**src/rtl/light_pkg.sv**
```systemverilog
// light_pkg: shared definitions for the light_monitor slice.
//   - Lamp color encodings (one-hot RED/YELLOW/GREEN, DARK = all off)
//   - Fault code enumeration reported on fault_code
//   - Monitor FSM state encoding
//   - Field width and bit positions of the two directions on the lights bus
package light_pkg;

    localparam int FIELD_W = 3;
    localparam int A_LSB   = 0;
    localparam int B_LSB   = FIELD_W;

    localparam logic [FIELD_W-1:0] DARK   = 3'h0;
    localparam logic [FIELD_W-1:0] RED    = 3'h1;
    localparam logic [FIELD_W-1:0] YELLOW = 3'h2;
    localparam logic [FIELD_W-1:0] GREEN  = 3'h4;

    typedef enum logic [2:0] {
        FC_NONE     = 3'd0,
        FC_ENC      = 3'd1,
        FC_CONFLICT = 3'd2,
        FC_SEQ      = 3'd3,
        FC_DWELL    = 3'd4,
        FC_STUCK    = 3'd5
    } fault_code_e;

    typedef enum logic {
        ST_NORMAL = 1'b0,
        ST_FAULT  = 1'b1
    } mon_state_e;

    // A direction is "moving" when it shows YELLOW or GREEN; two moving
    // directions at once is a conflict.
    function automatic logic is_moving(input logic [FIELD_W-1:0] f);
        return (f == YELLOW) || (f == GREEN);
    endfunction

endpackage

```
**src/rtl/light_dir_checker.sv**
```systemverilog
// light_dir_checker: per-direction capture and rule checking.
// Registers one color field, keeps its previous value and the run length
// (dwell) of the current and previous colors, and flags encoding, sequence,
// dwell and stuck-color violations on the captured value.
// Optional feature: `LIGHT_MONITOR_STUCK_EN compiles in the stuck-color check;
// without it stuck_err is tied low.
// Ports:
//   clk, rst_n   - clock, asynchronous active-low reset
//   field        - raw color field from the lights bus
//   cur          - registered field (feeds the lamp path)
//   enc_err      - cur is neither one-hot nor DARK
//   seq_err      - illegal GREEN->RED, YELLOW->GREEN or RED->YELLOW step
//   dwell_err    - GREEN/YELLOW left before its minimum dwell
//   stuck_err    - a lit color has been held for MAX_DWELL samples
module light_dir_checker
    import light_pkg::*;
#(
    parameter int MIN_GREEN  = 8,
    parameter int MIN_YELLOW = 4,
    parameter int MAX_DWELL  = 1024
) (
    input  logic               clk,
    input  logic               rst_n,
    input  logic [FIELD_W-1:0] field,
    output logic [FIELD_W-1:0] cur,
    output logic               enc_err,
    output logic               seq_err,
    output logic               dwell_err,
    output logic               stuck_err
);

    localparam int              DW       = $clog2(MAX_DWELL + 1);
    localparam logic [DW-1:0]   DW_MAX   = DW'(MAX_DWELL);
    localparam logic [DW-1:0]   DW_MIN_G = DW'(MIN_GREEN);
    localparam logic [DW-1:0]   DW_MIN_Y = DW'(MIN_YELLOW);

    logic [FIELD_W-1:0] prev;
    logic [DW-1:0]      dwell;
    logic [DW-1:0]      prev_dwell;
    logic               changed;

    function automatic logic [DW-1:0] sat_inc(input logic [DW-1:0] v);
        return (v == DW_MAX) ? v : v + DW'(1);
    endfunction

    // Capture stage: prev_dwell holds the final run length of prev, which is
    // what the dwell rule needs in the cycle the color changes.
    always_ff @(posedge clk or negedge rst_n) begin
        if (!rst_n) begin
            cur        <= DARK;
            prev       <= DARK;
            dwell      <= '0;
            prev_dwell <= '0;
        end else begin
            cur        <= field;
            prev       <= cur;
            prev_dwell <= dwell;
            if (field != cur) begin
                dwell <= DW'(1);
            end else begin
                dwell <= sat_inc(dwell);
            end
        end
    end

    assign changed = (cur != prev);

    assign enc_err = !((cur == DARK) || (cur == RED) || (cur == YELLOW) || (cur == GREEN));

    assign seq_err = ((prev == GREEN)  && (cur == RED))    ||
                     ((prev == YELLOW) && (cur == GREEN))  ||
                     ((prev == RED)    && (cur == YELLOW));

    assign dwell_err = changed &&
                       (((prev == GREEN)  && (prev_dwell < DW_MIN_G)) ||
                        ((prev == YELLOW) && (prev_dwell < DW_MIN_Y)));

`ifdef LIGHT_MONITOR_STUCK_EN
    assign stuck_err = (dwell == DW_MAX) && (cur != DARK);
`else
    assign stuck_err = 1'b0;
`endif

endmodule

```
**src/rtl/light_monitor.sv**
```systemverilog
// light_monitor: receive-side checker and lamp driver for the 6-bit lights
// bus. Forwards the captured colors to the lamps while the bus is legal; on
// any violation latches a fault code and flashes both directions RED/DARK
// until clr_fault is pulsed with a legal bus.
// Optional feature: `LIGHT_MONITOR_STUCK_EN enables the stuck-color check
// (fault code 5); otherwise MAX_DWELL only sizes the dwell counters.
// Ports:
//   clk, rst_n   - clock, asynchronous active-low reset
//   lights       - [2:0] direction A, [5:3] direction B color fields
//   clr_fault    - single-cycle request to leave the fault state
//   lamp_a/b     - registered lamp drive per direction
//   fault        - fault latched
//   fault_code   - 0 none, 1 ENC, 2 CONFLICT, 3 SEQ, 4 DWELL, 5 STUCK
module light_monitor
    import light_pkg::*;
#(
    parameter int MIN_GREEN  = 8,
    parameter int MIN_YELLOW = 4,
    parameter int MAX_DWELL  = 1024,
    parameter int FLASH_HALF = 16
) (
    input  logic                 clk,
    input  logic                 rst_n,
    input  logic [2*FIELD_W-1:0] lights,
    input  logic                 clr_fault,
    output logic [FIELD_W-1:0]   lamp_a,
    output logic [FIELD_W-1:0]   lamp_b,
    output logic                 fault,
    output logic [2:0]           fault_code
);

    localparam int            FW      = $clog2(2 * FLASH_HALF);
    localparam logic [FW-1:0] FL_LAST = FW'(2 * FLASH_HALF - 1);
    localparam logic [FW-1:0] FL_HALF = FW'(FLASH_HALF);

    logic [FIELD_W-1:0] cur_a, cur_b;
    logic               enc_a, seq_a, dwell_a, stuck_a;
    logic               enc_b, seq_b, dwell_b, stuck_b;
    logic               conflict;
    fault_code_e        viol;

    mon_state_e         state_q, state_d;
    fault_code_e        code_q, code_d;
    logic [FW-1:0]      flash_q, flash_d;
    logic [FIELD_W-1:0] lamp_a_q, lamp_a_d;
    logic [FIELD_W-1:0] lamp_b_q, lamp_b_d;

    function automatic logic [FW-1:0] flash_inc(input logic [FW-1:0] v);
        return (v == FL_LAST) ? '0 : v + FW'(1);
    endfunction

    function automatic logic [FIELD_W-1:0] flash_lamp(input logic [FW-1:0] v);
        return (v < FL_HALF) ? RED : DARK;
    endfunction

    light_dir_checker #(
        .MIN_GREEN (MIN_GREEN),
        .MIN_YELLOW(MIN_YELLOW),
        .MAX_DWELL (MAX_DWELL)
    ) u_dir_a (
        .clk      (clk),
        .rst_n    (rst_n),
        .field    (lights[A_LSB +: FIELD_W]),
        .cur      (cur_a),
        .enc_err  (enc_a),
        .seq_err  (seq_a),
        .dwell_err(dwell_a),
        .stuck_err(stuck_a)
    );

    light_dir_checker #(
        .MIN_GREEN (MIN_GREEN),
        .MIN_YELLOW(MIN_YELLOW),
        .MAX_DWELL (MAX_DWELL)
    ) u_dir_b (
        .clk      (clk),
        .rst_n    (rst_n),
        .field    (lights[B_LSB +: FIELD_W]),
        .cur      (cur_b),
        .enc_err  (enc_b),
        .seq_err  (seq_b),
        .dwell_err(dwell_b),
        .stuck_err(stuck_b)
    );

    // Check stage: both directions' flags from cur/prev, lowest code wins.
    assign conflict = is_moving(cur_a) && is_moving(cur_b);

    always_comb begin
        viol = FC_NONE;
        if (enc_a || enc_b) begin
            viol = FC_ENC;
        end else if (conflict) begin
            viol = FC_CONFLICT;
        end else if (seq_a || seq_b) begin
            viol = FC_SEQ;
        end else if (dwell_a || dwell_b) begin
            viol = FC_DWELL;
        end else if (stuck_a || stuck_b) begin
            viol = FC_STUCK;
        end
    end

    always_comb begin
        state_d  = state_q;
        code_d   = code_q;
        flash_d  = flash_q;
        lamp_a_d = cur_a;
        lamp_b_d = cur_b;
        case (state_q)
            ST_NORMAL: begin
                if (viol != FC_NONE) begin
                    state_d = ST_FAULT;
                    code_d  = viol;
                    flash_d = '0;
                end
            end
            ST_FAULT: begin
                if (clr_fault && (viol != FC_NONE)) begin
                    // A clear that coincides with a new violation re-arms
                    // the fault with the fresh code instead of leaving.
                    code_d  = viol;
                    flash_d = '0;
                end else if (clr_fault) begin
                    state_d = ST_NORMAL;
                    code_d  = FC_NONE;
                    flash_d = '0;
                end else begin
                    flash_d = flash_inc(flash_q);
                end
            end
            default: begin
                state_d = ST_NORMAL;
                code_d  = FC_NONE;
                flash_d = '0;
            end
        endcase
        // Lamps follow the counter value being registered so the first
        // faulted edge already drives RED.
        if (state_d == ST_FAULT) begin
            lamp_a_d = flash_lamp(flash_d);
            lamp_b_d = flash_lamp(flash_d);
        end
    end

    // Output stage
    always_ff @(posedge clk or negedge rst_n) begin
        if (!rst_n) begin
            state_q  <= ST_NORMAL;
            code_q   <= FC_NONE;
            flash_q  <= '0;
            lamp_a_q <= RED;
            lamp_b_q <= RED;
        end else begin
            state_q  <= state_d;
            code_q   <= code_d;
            flash_q  <= flash_d;
            lamp_a_q <= lamp_a_d;
            lamp_b_q <= lamp_b_d;
        end
    end

    assign lamp_a     = lamp_a_q;
    assign lamp_b     = lamp_b_q;
    assign fault      = (state_q == ST_FAULT);
    assign fault_code = code_q;

endmodule

```
**config.mk**
```make
export PLATFORM = sky130hd
export DESIGN_NAME = light_monitor
export DESIGN_NICKNAME = d
export VERILOG_FILES = /design/src/rtl/light_pkg.sv /design/src/rtl/light_dir_checker.sv /design/src/rtl/light_monitor.sv
export SDC_FILE = /design/constraint.sdc
export NUM_CORES = 1
export LEC_CHECK = 0
export CAP_MARGIN = 20
export CORE_UTILIZATION = 35
export CTS_CLUSTER_DIAMETER = 100
export DETAILED_ROUTE_END_ITERATION = 10
export PLACE_DENSITY = 0.59
export SLEW_MARGIN = 30
export SYNTH_ARGS = -nofsm -noshare
export SYNTH_HDL_FRONTEND = slang
export SYNTH_SLANG_ARGS = --single-unit
```
**constraint.sdc**
```tcl
create_clock -name clk -period 2 [get_ports clk]
set_input_delay 0.6 -clock clk [delete_from_list [all_inputs] [get_ports clk]]
set_output_delay 0.6 -clock clk [all_outputs]
set_load 0.01 [all_outputs]
```
==> insert_results.sql, run 1 <==
INSERT INTO impl_metrics (metric_group, metric, value, unit) VALUES
('run_status', 'run_status', 'finished, final reports clean', ''),
('yosys', 'syn_std_cell_area', '2930', 'µm²'),
('worst_setup_path', 'rr_startpoint', 'u_dir_b.cur[0]$_DFF_PN0_', ''),
('global_routing', 'grtUsageMet2', '0.198', ''),
('timing', 'layout_worst_path_cycle_share', '0.952', ''),
('worst_setup_path', 'r2r_end', 'fault_code[0]$_DFFE_PN0P_', ''),
('route', 'post_drt_wl_per_cell', '13.1', 'µm'),
('yosys', 'synth-edff-count', '0', ''),
('worst_setup_path', 'critical_path.slowest_cell', 'sky130_fd_sc_hd__dfrtp_1', ''),
('global_routing', 'grt-ovfl-total', '0', ''),
('power', 'power.share.clock', '0.389', ''),
('placed_design', 'routabilityCongestion', '0.772', ''),
('cts', 'cts_root_buffer', 'sky130_fd_sc_hd__clkbuf_8', ''),
('route', 'routed_wl', '5120', 'µm'),
('final_layout', 'syn2layout_area_growth', '18.1', '%'),
('global_routing', 'grt_pass1_vias', '1823', ''),
('final_layout', 'layout.cells.non_filler', '391', ''),
('cts', 'numClockSinks', '67', ''),
('cts', 'htree_levels', '3', ''),
('power', 'finalPower', '2.79', 'mW'),
('power', 'p_leak', '1.51', 'nW'),
('run', 'maxCapViolCount', '0', ''),
('yosys', 'synthMostInstantiatedCell', 'sky130_fd_sc_hd__dfrtp_1', ''),
('yosys', 'synthTopCellsByArea', 'sky130_fd_sc_hd__dfrtp_1 (56%), sky130_fd_sc_hd__xor2_1 (5.1%), sky130_fd_sc_hd__xnor2_1 (4.8%), sky130_fd_sc_hd__nor2_1 (4.2%), sky130_fd_sc_hd__nand3_1 (2.7%)', ''),
('yosys', 'yosys.cell_types.count', '46', ''),
('final_layout', 'filler_cell_count', '744', ''),
('power', 'comb_power_share', '0.089', ''),
('die', 'io-pin-count', '19', ''),
('timing', 'timing.setup.tns', '0', 'ps'),
('yosys', 'post_synth_most_frequent_cells', 'sky130_fd_sc_hd__dfrtp_1 (65), sky130_fd_sc_hd__nor2_1 (33), sky130_fd_sc_hd__xor2_1 (17)', ''),
('yosys', 'ys_seq_area_frac', '0.574', ''),
('yosys', 'synth_top_cell_area_share', '0.556', ''),
('global_routing', 'grt_first_pass_wirelength', '8840', 'µm'),
('die', 'die_height', '93.4', 'µm'),
('timing', 'timing_worst_slew_pin_value', '375', 'ps'),
('timing', 'fmaxAchievable', '525', 'MHz'),
('timing', 'final_period_minus_worst_setup_slack', '1900', 'ps'),
('cts', 'cts_inserted_buffers', '9', ''),
('timing', 'finalHoldViolations', '0', ''),
('yosys', 'syn-num-nets', '269', ''),
('global_routing', 'grt_use_total', '0.133', ''),
('power', 'peak_supply_drop', '0.000315', 'V'),
('worst_setup_path', 'worst_ep_arrival', '2130', 'ps'),
('timing', 'setup_viol_count_final', '0', ''),
('global_routing', 'grt.met1_usage', '0.176', ''),
('placed_design', 'place_hpwl', '3380', 'µm'),
('global_routing', 'grt_busiest_layer', 'met2', ''),
('yosys', 'avgSynthCellArea', '11.5', 'µm²'),
('timing', 'slew_headroom', '0.749', ''),
('timing', 'maxSlewViolCount', '0', ''),
('timing', 'setup_skew', '9.36', 'ps'),
('yosys', 'synth_area_leader_cell', 'sky130_fd_sc_hd__dfrtp_1', ''),
('yosys', 'yosys_warnings', '0', ''),
('placed_design', 'port-buffer-count', '18', ''),
('route', 'route.antenna.remaining_nets', '0', ''),
('global_routing', 'grt_use_met3', '0.0341', ''),
('cts', 'clk_path_buf_depth', '2', ''),
('yosys', 'flops_latches_synth', '67', ''),
('worst_setup_path', 'cp-start-kind', 'flip-flop', ''),
('final_layout', 'layout.nets', '299', ''),
('route', 'initial_drc_count', '65', ''),
('min_path', 'timing.hold.worst.class', 'input pin to asynchronous set/reset pin', ''),
('die', 'die_area', '8730', 'µm²'),
('power', 'power_density', '806', 'nW/µm²'),
('final_layout', 'post_route_cells_drive_above_1_share', '0.118', ''),
('worst_setup_path', 'max_stage_delay', '530', 'ps'),
('cts', 'worstSkewPairLatency', '340', 'ps'),
('worst_setup_path', 'cpMostUsedCell', 'sky130_fd_sc_hd__o32a_1', ''),
('worst_setup_path', 'critical_path.max_fanout', '9', ''),
('route', 'drc_errors', '0', ''),
('placed_design', 'placed_cells_incl_taps', '372', '');
-- layer usage --
metal | routed length [µm] | vias up
li1 | - | 937
met1 | 2440 | 916
met2 | 2410 | 23
met3 | 150 | 10
met4 | 119 | 0
met5 | 0 | -
-- power by group through the flow --
stage | Combinational [mW] | Sequential [mW] | Clock [mW]
floorplan | 0.154 | 1.46 | 0
global placement | 0.242 | 1.48 | 0
detailed placement | 0.243 | 1.48 | 0
CTS | 0.243 | 1.45 | 1.12
global route | 0.281 | 1.46 | 1.19
finish | 0.248 | 1.45 | 1.08
-- state kept, by name (all words and copies together), names as in the netlist --
signal	count
u_dir_b.dwell	11
u_dir_a.prev	3
lamp_b	3
fault_code	3
u_dir_a.cur	3
lamp_a	3
u_dir_a.dwell	11
flash_q	5
u_dir_b.prev	3
u_dir_b.cur	3
u_dir_b.prev_dwell	9
u_dir_a.prev_dwell	9
fault	1
-- per-stage QoR --
step | cell area [µm²] | setup slack, ps | hold slack, ps | util
floorplan | 2930 | 140 | 304 | -
global placement | 3230 | 141 | 410 | 0.409
detailed placement | 3230 | 123 | 423 | 0.409
CTS | 3410 | 104 | 272 | 0.432
global route | 3460 | -29.3 | 296 | 0.438
finish | 3460 | 96.9 | 259 | 0.438
-- kinds of logic after synthesis --
logic type / after synthesis / synth area share
and+or+nand+nor: 100 / 0.186
AOI/OAI and AO/OA: 26 / 0.0684
DFF: 67 / 0.574
muxes: 1 / 0.00385
xor gates and xnor gates: 33 / 0.0988
buffers and inverters: 20 / 0.0398
adders and majority gates: 7 / 0.0291
-- worst max-delay path, delay by kind of cell (launching register included) --
kind / cells / cell delay, ps
AOI/OAI and AO/OA: 2 / 710
xor gates and xnor gates: 1 / 220
DFF: 1 / 530
and+or+nand+nor: 2 / 320
-- repair_timing --
| item | in CTS | in global routing |
|---|---|---|
| setup buffers | 0 | 3 |
| hold buffers | 0 | 0 |
| setup endpoints to repair | 2 | 8 |
| resized for setup | 2 | 4 |
| pin swaps | 0 | 3 |
| gates cloned | 0 | 0 |
-- worst max path at each step --
| stage | end | slack [ps] | cells after the start | start |
|---|---|---|---|---|
| floorplan | fault_code[0]$_DFFE_PN0P_ | 140 | 8 | u_dir_b.cur[2]$_DFF_PN0_ |
| global placement | fault_code[0]$_DFFE_PN0P_ | 140 | 4 | clr_fault |
| detailed placement | fault_code[0]$_DFFE_PN0P_ | 120 | 5 | u_dir_b.prev[0]$_DFF_PN0_ |
| CTS | fault | 100 | 1 | fault$_DFF_PN0_ |
| global route | fault_code[0]$_DFFE_PN0P_ | -30 | 5 | u_dir_b.cur[0]$_DFF_PN0_ |
| finish | fault_code[0]$_DFFE_PN0P_ | 100 | 5 | u_dir_b.cur[0]$_DFF_PN0_ |
-- placed cells by master, fill, tap and decap left out, types with 3 or more instances in the layout --
master,instances
sky130_fd_sc_hd__clkbuf_1,4
sky130_fd_sc_hd__a21oi_1,4
sky130_fd_sc_hd__ha_1,6
sky130_fd_sc_hd__clkbuf_8,10
sky130_fd_sc_hd__xnor2_1,16
sky130_fd_sc_hd__and3_1,6
sky130_fd_sc_hd__buf_4,11
sky130_fd_sc_hd__nand2b_1,3
sky130_fd_sc_hd__dfrtp_1,65
sky130_fd_sc_hd__inv_1,9
sky130_fd_sc_hd__xor2_1,17
sky130_fd_sc_hd__nor2b_1,4
sky130_fd_sc_hd__a22o_1,3
sky130_fd_sc_hd__clkdlybuf4s50_1,15
sky130_fd_sc_hd__and2_1,4
sky130_fd_sc_hd__nand2_1,7
sky130_fd_sc_hd__nor4_1,5
sky130_fd_sc_hd__a22oi_1,3
sky130_fd_sc_hd__nor4bb_1,3
sky130_fd_sc_hd__nand4_1,4
sky130_fd_sc_hd__nand3_1,16
sky130_fd_sc_hd__nor2_1,33
-- area by class of cell --
class / instances / area [µm²] / area share
multi-input combinational: 167 / 1150 / 0.333
clock inverter: 2 / 35.0 / 0.0101
timing repair buffer: 30 / 275 / 0.0797
clock buffer: 14 / 153 / 0.0442
sequential: 67 / 1680 / 0.486
tap: 102 / 128 / 0.0369
inverter: 9 / 33.8 / 0.00978
Note: power is estimated with default switching activity, not from simulation.
==> inputs of run 2 (changes only) <==
--- a/config.mk
+++ b/config.mk
@@ -7,10 +7,10 @@
 export LEC_CHECK = 0
 export CAP_MARGIN = 20
 export CORE_UTILIZATION = 35
-export CTS_CLUSTER_DIAMETER = 100
 export DETAILED_ROUTE_END_ITERATION = 10
 export PLACE_DENSITY = 0.59
 export SLEW_MARGIN = 30
 export SYNTH_ARGS = -nofsm -noshare
 export SYNTH_HDL_FRONTEND = slang
+export SYNTH_HIERARCHICAL = 1
 export SYNTH_SLANG_ARGS = --single-unit
==> run 2 against run 1 <==
Compared with the run above:
- power shrank 3.6%
- clock skew down 0.65 ps
- setup slack got worse by 28 ps
- first-iteration DRC count up 54%
- critical path depth is the same
- die area is 2.3% higher
- combinational power rose by 19%
- non-clock buffer count up 14
- register-to-register slack got worse by 30 ps
- global-route usage up 1.2 points
- count of clock-buffer cells in the layout decreased by 2
- synthesized cell count up 3.5%
==> insert_results.sql, run 2 <==
INSERT INTO impl_metrics (metric_group, metric, value, unit) VALUES
('die', 'io-pin-count', '19', ''),
('worst_setup_path', 'worst_ep_required_time', '2280', 'ps'),
('yosys', 'syn_std_cell_area', '2990', 'µm²'),
('die', 'core.rowCount', '33', ''),
('final_layout', 'layout.cells.non_filler', '424', ''),
('placed_design', 'routabilityCongestion', '0.776', ''),
('cts', 'numClockSinks', '67', ''),
('power', 'power_density', '726', 'nW/µm²'),
('yosys', 'post_synth_most_frequent_cells', 'sky130_fd_sc_hd__dfrtp_1 (65), sky130_fd_sc_hd__nand3_1 (23), sky130_fd_sc_hd__nor2_1 (19)', ''),
('timing', 'timing.setup.tns', '0', 'ps'),
('global_routing', 'grt_start_max_net_pins', '68', ''),
('route', 'via_count', '2194', ''),
('cts', 'cts_inserted_buffers', '9', ''),
('route', 'route.antenna.remaining_nets', '0', ''),
('yosys', 'flops_latches_synth', '67', ''),
('cts', 'tritoncts', 'yes', ''),
('yosys', 'yosys_warnings', '6', ''),
('yosys', 'ys_seq_area_frac', '0.561', ''),
('final_layout', 'biggestRegsByFlops', 'u_dir_a/dwell x11, u_dir_b/dwell x11', ''),
('worst_setup_path', 'worstPathBufferInverterCount', '0', ''),
('timing', 'grt_setup_unrepaired', 'true', ''),
('worst_setup_path', 'critical_path.slowest_cell', 'sky130_fd_sc_hd__or4_4', ''),
('worst_setup_path', 'critical_path.max_fanout', '7', ''),
('placed_design', 'pre_cts_ws', '4.77', 'ps'),
('die', 'die-width', '94.5', 'µm'),
('timing', 'finalHoldViolations', '0', ''),
('timing', 'setup_ws', '68.6', 'ps'),
('route', 'drt_first_pass_iters', '4', ''),
('die', 'core_area', '8260', 'µm²'),
('final_layout', 'postLayoutCoreUtil', '0.448', ''),
('worst_setup_path', 'max_stage_delay', '550', 'ps'),
('timing', 'setup_viol_count_final', '0', ''),
('route', 'drc_errors', '0', ''),
('worst_setup_path', 'rr_startpoint', 'u_dir_b/cur[2]$_DFF_PN0_', ''),
('yosys', 'synth_area_leader_cell', 'sky130_fd_sc_hd__dfrtp_1', ''),
('placed_design', 'port-buffer-count', '18', ''),
('final_layout', 'mostFrequentLayoutCells', 'sky130_fd_sc_hd__dfrtp_1 (59), sky130_fd_sc_hd__nand3_1 (23), sky130_fd_sc_hd__buf_4 (23)', ''),
('global_routing', 'grt_busiest_layer', 'met2', ''),
('yosys', 'avgSynthCellArea', '11.4', 'µm²'),
('placed_design', 'placed_cells_incl_taps', '406', ''),
('yosys', 'synth-edff-count', '0', ''),
('route', 'post_drt_wl_per_cell', '14.1', 'µm'),
('global_routing', 'grt-ovfl-total', '0', ''),
('worst_setup_path', 'cp-start-kind', 'flip-flop', ''),
('timing', 'final_period_minus_worst_setup_slack', '1930', 'ps'),
('final_layout', 'layout.nets', '330', ''),
('timing', 'maxSlewViolCount', '0', ''),
('yosys', 'async_flop_share', '1.00', ''),
('die', 'die_height', '94.5', 'µm'),
('cts', 'clk_transition_reported_paths', '70', 'ps'),
('timing', 'setup_skew', '8.70', 'ps'),
('power', 'p_leak', '1.57', 'nW'),
('global_routing', 'grtUsageMet2', '0.225', ''),
('min_path', 'timing.hold.worst.class', 'input pin to asynchronous set/reset pin', ''),
('run_status', 'run_status', 'finished, final reports clean', ''),
('yosys', 'synthTopCellsByArea', 'sky130_fd_sc_hd__dfrtp_1 (54%), sky130_fd_sc_hd__xnor2_1 (4.1%), sky130_fd_sc_hd__nand3_1 (3.8%), sky130_fd_sc_hd__a21oi_1 (2.5%), sky130_fd_sc_hd__ha_1 (2.5%)', ''),
('power', 'finalPower', '2.69', 'mW'),
('yosys', 'yosys.cell_types.count', '43', ''),
('worst_setup_path', 'timing.critical_path.to_type', 'flip-flop', ''),
('final_layout', 'syn2layout_area_growth', '23.5', '%'),
('global_routing', 'grt_pass1_vias', '2073', ''),
('yosys', 'synth-main-ff-cell', 'sky130_fd_sc_hd__dfrtp_1', ''),
('global_routing', 'grt_use_met3', '0.0346', ''),
('worst_setup_path', 'worst_ep_arrival', '2210', 'ps'),
('die', 'die_area', '8930', 'µm²'),
('yosys', 'netlist_instances', '263', ''),
('final_layout', 'layout.cells.most_common', 'sky130_fd_sc_hd__dfrtp_1', ''),
('global_routing', 'antenna_found_initial', '0', ''),
('final_layout', 'post_route_cells_drive_above_1_share', '0.223', ''),
('final_layout', 'antenna_cells_inserted', '0', ''),
('cts', 'cts_root_buffer', 'sky130_fd_sc_hd__clkbuf_8', ''),
('worst_setup_path', 'timing.setup.critical_path_class', 'flip-flop to flip-flop', ''),
('placed_design', 'place_hpwl', '4130', 'µm'),
('global_routing', 'grt_use_total', '0.146', ''),
('route', 'routed_wl', '5960', 'µm'),
('placed_design', 'place_area', '3470', 'µm²'),
('global_routing', 'grt.met1_usage', '0.188', ''),
('timing', 'holdWs', '260', 'ps'),
('global_routing', 'grt_first_pass_wirelength', '9830', 'µm'),
('route', 'vias_per_cell', '5.17', ''),
('yosys', 'synthMostInstantiatedCell', 'sky130_fd_sc_hd__dfrtp_1', ''),
('cts', 'worstSkewPairLatency', '330', 'ps'),
('cts', 'holdBufCountCts', '0', ''),
('timing', 'layout_worst_path_cycle_share', '0.966', ''),
('cts', 'htree_levels', '3', ''),
('run', 'maxCapViolCount', '0', ''),
('die', 'initial_standard_cell_utilization_of_the_core', '0.363', ''),
('timing', 'fmaxAchievable', '518', 'MHz'),
('worst_setup_path', 'worstSetupStartpoint', 'u_dir_b/cur[2]$_DFF_PN0_', ''),
('route', 'initial_drc_count', '100', ''),
('worst_setup_path', 'critical_path.cell_chain', 'maj3_2 > or4_4 > a31oi_4 > and2_4 > o21ba_1', ''),
('power', 'peak_supply_drop', '0.000282', 'V'),
('cts', 'clk_path_buf_depth', '2', ''),
('worst_setup_path', 'timing.critical_path.max_delay_family', 'simple AND/OR/NAND/NOR gates', ''),
('yosys', 'syn-num-nets', '278', ''),
('yosys', 'synth_top_cell_area_share', '0.543', ''),
('final_layout', 'stdcell_area', '3700', 'µm²');
## run 2: cell count changes in the layout (fill, tap and decap cells not counted), sizes merged, moves of 3 or more
cell,before,now
o31ai,2,7
or4,0,6
nor4bb,3,6
a22oi,3,0
xor2,17,6
nor2,33,19
inv,9,6
a31oi,0,5
nand3,16,23
nor4,7,4
a21oi,4,15
or3,1,9
o21ai,4,11
buf,13,27
## run 2: power by group
part	leakage, nW	internal (mW)	switching (mW)	total (mW)
Sequential	0.873	1.40	0.0497	1.45
Combinational	0.613	0.149	0.146	0.296
Clock	0.0860	0.471	0.472	0.943
## run 2: timing repair
action,in CTS,in global routing
pin swaps,0,1
setup endpoints to repair,2,16
buffers inserted,0,3
gates resized for setup,2,17
## run 2: worst paths after layout
| check | endpoint | slack [ps] | depth (start not counted) |
|---|---|---|---|
| worst max-delay path | flash_q[2]$_DFFE_PN0P_ | 70 | 5 |
| worst min-delay path | flash_q[0]$_DFFE_PN0P_ | 260 | 2 |
| worst max register to register | flash_q[2]$_DFFE_PN0P_ | 70 | 5 |
| worst min register to register | u_dir_a/prev_dwell[10]$_DFF_PN0_ | 420 | 0 |
| max in group asynchronous | u_dir_b/cur[2]$_DFF_PN0_ | 1420 | 2 |
| min in group clk | u_dir_a/prev_dwell[10]$_DFF_PN0_ | 420 | 0 |
## run 2: logic make-up (layout without fill, tap and decap cells)
family                     count (synthesis)  count (layout)  share of synthesized area
and+or+nand+nor                          106             106                      0.217
DFF                                       67              67                      0.561
AOI/OAI and AO/OA                         49              49                      0.108
xor gates and xnor gates                  20              20                     0.0585
buffers and inverters                      9              65                     0.0142
adders and majority gates                  8               8                     0.0318
other                                      2               2                    0.00251
muxes                                      2               2                    0.00669
## run 2: metal layers
layer	up-vias	share of wire
met5	-	0
met4	0	0.019
met3	8	0.032
met2	44	0.47
met1	1069	0.48
li1	1073	-
## run 2: final cells by class
cell class | instances | area (µm²)
fillers | 804 | 4560
flip-flops and latches | 67 | 1690
multi-input cells | 187 | 1300
repair buffers | 44 | 395
clock buffers | 12 | 145
well taps | 105 | 131
inverters | 6 | 22.5
clock inverters | 3 | 15.0
